==> src/rtl/fifo_pkg.sv <==
// Shared defaults and sizing helper for the synchronous FIFO.
// No logic here; imported by the storage and control modules.
package fifo_pkg;

  localparam int DEF_DATA_W    = 8;
  localparam int DEF_DEPTH     = 16;
  localparam int DEF_AFULL_TH  = DEF_DEPTH - 2;
  localparam int DEF_AEMPTY_TH = 2;

  // Occupancy must represent 0..DEPTH inclusive, hence one bit above the pointer width.
  function automatic int cnt_w(input int depth);
    return $clog2(depth) + 1;
  endfunction

endpackage

==> src/rtl/fifo_mem.sv <==
// DEPTH x DATA_W storage: synchronous write, asynchronous (zero-latency) read.
// No flow control of its own; the caller only asserts we for accepted writes.
module fifo_mem #(
  parameter int DATA_W = 8,
  parameter int DEPTH  = 16
) (
  input  logic                     clk,
  input  logic                     we,
  input  logic [$clog2(DEPTH)-1:0] waddr,
  input  logic [DATA_W-1:0]        wdata,
  input  logic [$clog2(DEPTH)-1:0] raddr,
  output logic [DATA_W-1:0]        rdata
);

  logic [DATA_W-1:0] mem [DEPTH];

  // Contents are deliberately left unreset; valid data is tracked by the pointers.
  always_ff @(posedge clk) begin
    if (we) begin
      mem[waddr] <= wdata;
    end
  end

  assign rdata = mem[raddr];

endmodule

==> src/rtl/fifo_sync_param.sv <==
// Single-clock FIFO: 1-cycle registered read (FWFT=0) or fall-through head (FWFT=1).
// Writes when full are dropped with an overflow pulse; reads when empty give an underflow pulse.
module fifo_sync_param
  import fifo_pkg::*;
#(
  parameter int DATA_W    = DEF_DATA_W,
  parameter int DEPTH     = DEF_DEPTH,
  parameter int AFULL_TH  = DEPTH - 2,
  parameter int AEMPTY_TH = DEF_AEMPTY_TH,
  parameter int FWFT      = 0
) (
  input  logic                   clk,
  input  logic                   rst,
  input  logic [DATA_W-1:0]      d_in,
  input  logic                   write,
  input  logic                   read,
  output logic [DATA_W-1:0]      d_out,
  output logic                   full,
  output logic                   empty,
  output logic                   almost_full,
  output logic                   almost_empty,
  output logic [$clog2(DEPTH):0] count,
  output logic                   overflow,
  output logic                   underflow
);

  localparam int AW    = $clog2(DEPTH);
  localparam int CNT_W = cnt_w(DEPTH);

  localparam logic [CNT_W-1:0] DEPTH_C  = CNT_W'(DEPTH);
  localparam logic [CNT_W-1:0] AFULL_C  = CNT_W'(AFULL_TH);
  localparam logic [CNT_W-1:0] AEMPTY_C = CNT_W'(AEMPTY_TH);

  logic [AW-1:0]     wr_ptr;
  logic [AW-1:0]     rd_ptr;
  logic [CNT_W-1:0]  cnt_q;
  logic [DATA_W-1:0] dout_q;
  logic [DATA_W-1:0] mem_rdata;
  logic              rd_ok;
  logic              wr_ok;

  // A full FIFO still takes a write when a read frees the head slot in the same cycle.
  assign rd_ok = read & ~empty;
  assign wr_ok = write & (~full | rd_ok);

  fifo_mem #(
    .DATA_W (DATA_W),
    .DEPTH  (DEPTH)
  ) u_mem (
    .clk   (clk),
    .we    (wr_ok),
    .waddr (wr_ptr),
    .wdata (d_in),
    .raddr (rd_ptr),
    .rdata (mem_rdata)
  );

  always_ff @(posedge clk) begin
    if (rst) begin
      wr_ptr    <= '0;
      rd_ptr    <= '0;
      cnt_q     <= '0;
      dout_q    <= '0;
      overflow  <= 1'b0;
      underflow <= 1'b0;
    end else begin
      if (wr_ok) begin
        wr_ptr <= wr_ptr + AW'(1);
      end
      if (rd_ok) begin
        rd_ptr <= rd_ptr + AW'(1);
      end
      case ({wr_ok, rd_ok})
        2'b10:   cnt_q <= cnt_q + CNT_W'(1);
        2'b01:   cnt_q <= cnt_q - CNT_W'(1);
        default: cnt_q <= cnt_q;
      endcase
      overflow  <= write & ~wr_ok;
      underflow <= read & empty;
      if ((FWFT == 0) && rd_ok) begin
        dout_q <= mem_rdata;
      end
    end
  end

  assign count        = cnt_q;
  assign full         = (cnt_q == DEPTH_C);
  assign empty        = (cnt_q == '0);
  assign almost_full  = (cnt_q >= AFULL_C);
  assign almost_empty = (cnt_q <= AEMPTY_C);

  // Fall-through mode drives zero while empty so stale storage never leaks out.
  assign d_out = (FWFT != 0) ? (empty ? '0 : mem_rdata) : dout_q;

endmodule

==> config.mk <==
export PLATFORM = sky130hd
export DESIGN_NAME = fifo_sync_param
export DESIGN_NICKNAME = d
export VERILOG_FILES = /design/src/rtl/fifo_pkg.sv /design/src/rtl/fifo_mem.sv /design/src/rtl/fifo_sync_param.sv
export SDC_FILE = /design/constraint.sdc
export NUM_CORES = 1
export LEC_CHECK = 0
export ABC_AREA = 1
export CAP_MARGIN = 5
export CORE_UTILIZATION = 40
export DETAILED_ROUTE_END_ITERATION = 12
export GPL_ROUTABILITY_DRIVEN = 1
export PLACE_DENSITY = 0.62
export SYNTH_ARGS = -nofsm -noshare
export SYNTH_HDL_FRONTEND = slang
export SYNTH_HIERARCHICAL = 1
export SYNTH_SLANG_ARGS = --single-unit
==> constraint.sdc <==
create_clock -name clk -period 2.94 [get_ports clk]
set_clock_uncertainty 0.2 [all_clocks]
set_input_delay 0.588 -clock clk [delete_from_list [all_inputs] [get_ports clk]]
set_output_delay 0.588 -clock clk [all_outputs]
set_load 0.03 [all_outputs]
==> out/qor.txt <==
Top Ports: 31
CTS Sinks: 151
Finished Core Util: 48.1%
crit path time final: 2640 ps
Die Wd: 132 um
worst reg2reg setup slack: 520 ps
RSZ-0062 raised after global routing: no
n_diodes: 0
root buf cell: clkbuf_16
# rows: 47
Total GRT Usage: 18.5%
M1 GR Usage: 23.6%
Worst Setup SP: count[4]
Iteration-0 DRC Markers: 434
Unique masters post-synth: 27
first-pass GRT wire length: 24,200 um
Worst slew margin: 49.8%
TritonRoute pass-1 iters: 5
startpoint type of the worst setup path: flip-flop
Buf/Inv on CP: 2
vias in the first global route: 4,580
chip height: 132 um
Fin Setup TNS: 0 ps
grt ovf: 0
commonest non-fill, non-tap cells in the layout: 201 x nand2_1, 128 x edfxtp_1, 113 x inv_1
slowest library cell on the worst path: clkdlybuf4s50_1
most used routing layer: met2
postcts setup bufs: 0
Final Setup Violations: 0
Peak VDD IR: 0.450 mV
critical-path cell list: inv_1 -> nand3_1 -> a21oi_1 -> clkdlybuf4s50_1
proportion of layout cells with a drive suffix above 1: 9.23%
Syn Std Cell Area: 6760 um2
Syn Area/Cell: 9.71 um2
Crit path arrival time: 1850 ps
clk_lat worst skew: 420 ps
Routed Antenna Nets: 0
CTS resizes: 0
vias: 4,611
post-DP HPWL: 9440 um
register area share after synthesis: 63.7%
Final Wtd Congestion: 0.827
Worst Hold Class: flip-flop to flip-flop
initial antenna violation count: 0
Max clock buf depth: 2
Crit path required time: 2150 ps
Synth top area share: 56.8%
Layout Nets: 764
Reg-to-Reg End: count[3]
f_max: 379 MHz
core footprint: 16,500 um2
CP top delay family: buffers and inverters
Mapped Cells: 696
I/O Buffers: 30
htree depth: 4
synthesized net count: 715
Starting Density: 40.9%
Area contributors post-synth: edfxtp_1 57%, nand2_1 11%, nand3_1 7.8%
Die ar.: 17,400 um2
Fin. Hold Viols: 0
Worst Tran Pin Value: 751 ps
CP Max Fanout: 5
CTS Buf Count: 17
CP endpoint: almost_empty
final slew viol count: 0
wire length per cell: 15.1 um
warnings from Yosys: 6
largest net degree at the start of global routing: 69
Worst-path clk slew: 60 ps
number of remaining DRC errors: 0
vias per cell: 4.71
leakage power: 0.00341 uW
commonest non-fill, non-tap cell in the layout: nand2_1
max-cap viol count: 0
max incr delay on CP: 690 ps
met3 Use GR: 4.23%
status: complete, no violations
start of the worst register-to-register path: count[0]
Cell Pwr Density: 838 nW/um2
final period utilization: 89.8%
Synth Register Bits: 151
M2 GR Usage: 30.8%
DP Worst Slack: 72.6 ps
Layout area overhead: 17.7%
Final WS setup: 299 ps
non-filler cells, final: 978
Synth area leader: edfxtp_1
dpl cells: 946
# hold bufs at CTS: 0
CTS tree: done
stages on the worst setup path: 4
Setup crit end kind: output pin
worst reg-to-reg path cell count: 12
final WL: 14,800 um
CP Class: flip-flop to output pin
[flip-flops by register name, summed over array words and instances (netlist names)]
signal,cells
rd_ptr,4
u_mem/mem,128
d_out,8
count,5
wr_ptr,4
overflow,1
underflow,1
[routing by layer]
metal | up-vias | wire length, um
li1 | 2336 | -
met1 | 2147 | 6420
met2 | 114 | 7430
met3 | 14 | 707
met4 | 0 | 223
met5 | - | 0
[tightest hold or removal path, cell delays in order (launching register included)]
cell and delay, ps:
dfxtp_1 320, nor2_1 50, nor2_1 80
[final cells by class]
class,instances,area (um2)
Clock buffer,18,429
Clock inverter,14,153
Fill cell,1497,8570
Inverter,117,442
Multi-Input combinational cell,400,1820
Sequential cell,151,4310
Tap cell,220,275
Timing Repair Buffer,58,536
[power by group]
part           switching (uW)  total [uW]  internal [uW]
clock network             860        2110           1250
logic                    1320        2000            682
registers                 112        2560           2450
total                    2290        6670           4380
[cells by family (layout without fill, tap and decap cells)]
| kind of cell | count (synthesis) | count (layout) | synth area share (%) |
|---|---|---|---|
| xor+xnor | 4 | 4 | 0.518 |
| buf+inv | 145 | 207 | 9.47 |
| compound gates | 23 | 23 | 1.70 |
| simple gates | 366 | 366 | 23.2 |
| flops | 151 | 151 | 63.7 |
| fa+ha+maj | 7 | 7 | 1.41 |
[worst min path at each step]
stage	start	cells past startpoint	end	slack (ps)
2_1_floorplan	rd_ptr[3]	2	rd_ptr[3]	270
5_1_grt	d_out[5]	2	d_out[5]	320
4_1_cts	d_out[0]	2	d_out[0]	290
6_report	d_out[0]	2	d_out[0]	280
3_5_place_dp	d_out[0]	2	d_out[0]	280
3_3_place_gp	d_out[0]	2	d_out[0]	270
[cell usage after synthesis]
cell and number:
nand2_4 1, buf_1 1, nor2_1 47, fa_1 1, inv_4 1, nand4_1 1
nand2_1 201, nand3_1 106, nand3_4 1, inv_2 3, xor2_1 3, edfxtp_1 128
dfxtp_1 23, nor3_1 1, nand2_2 1, nor2_4 2, nand3b_1 3, ha_1 6
nand4_2 1, o21ai_0 13, buf_2 15, a21oi_1 10, buf_6 8, or2_2 1
inv_1 113, buf_4 4, xnor2_1 1
[metrics by stage]
stage	area [um2]	total power [uW]	hold slack, ps
global placement	7370	4560	266
detailed placement	7370	4590	276
global route	7960	7030	322
finish	7960	6670	282
floorplan	6760	3990	268
CTS	7960	6720	291
No activity file was read; power rests on OpenSTA's default activity.
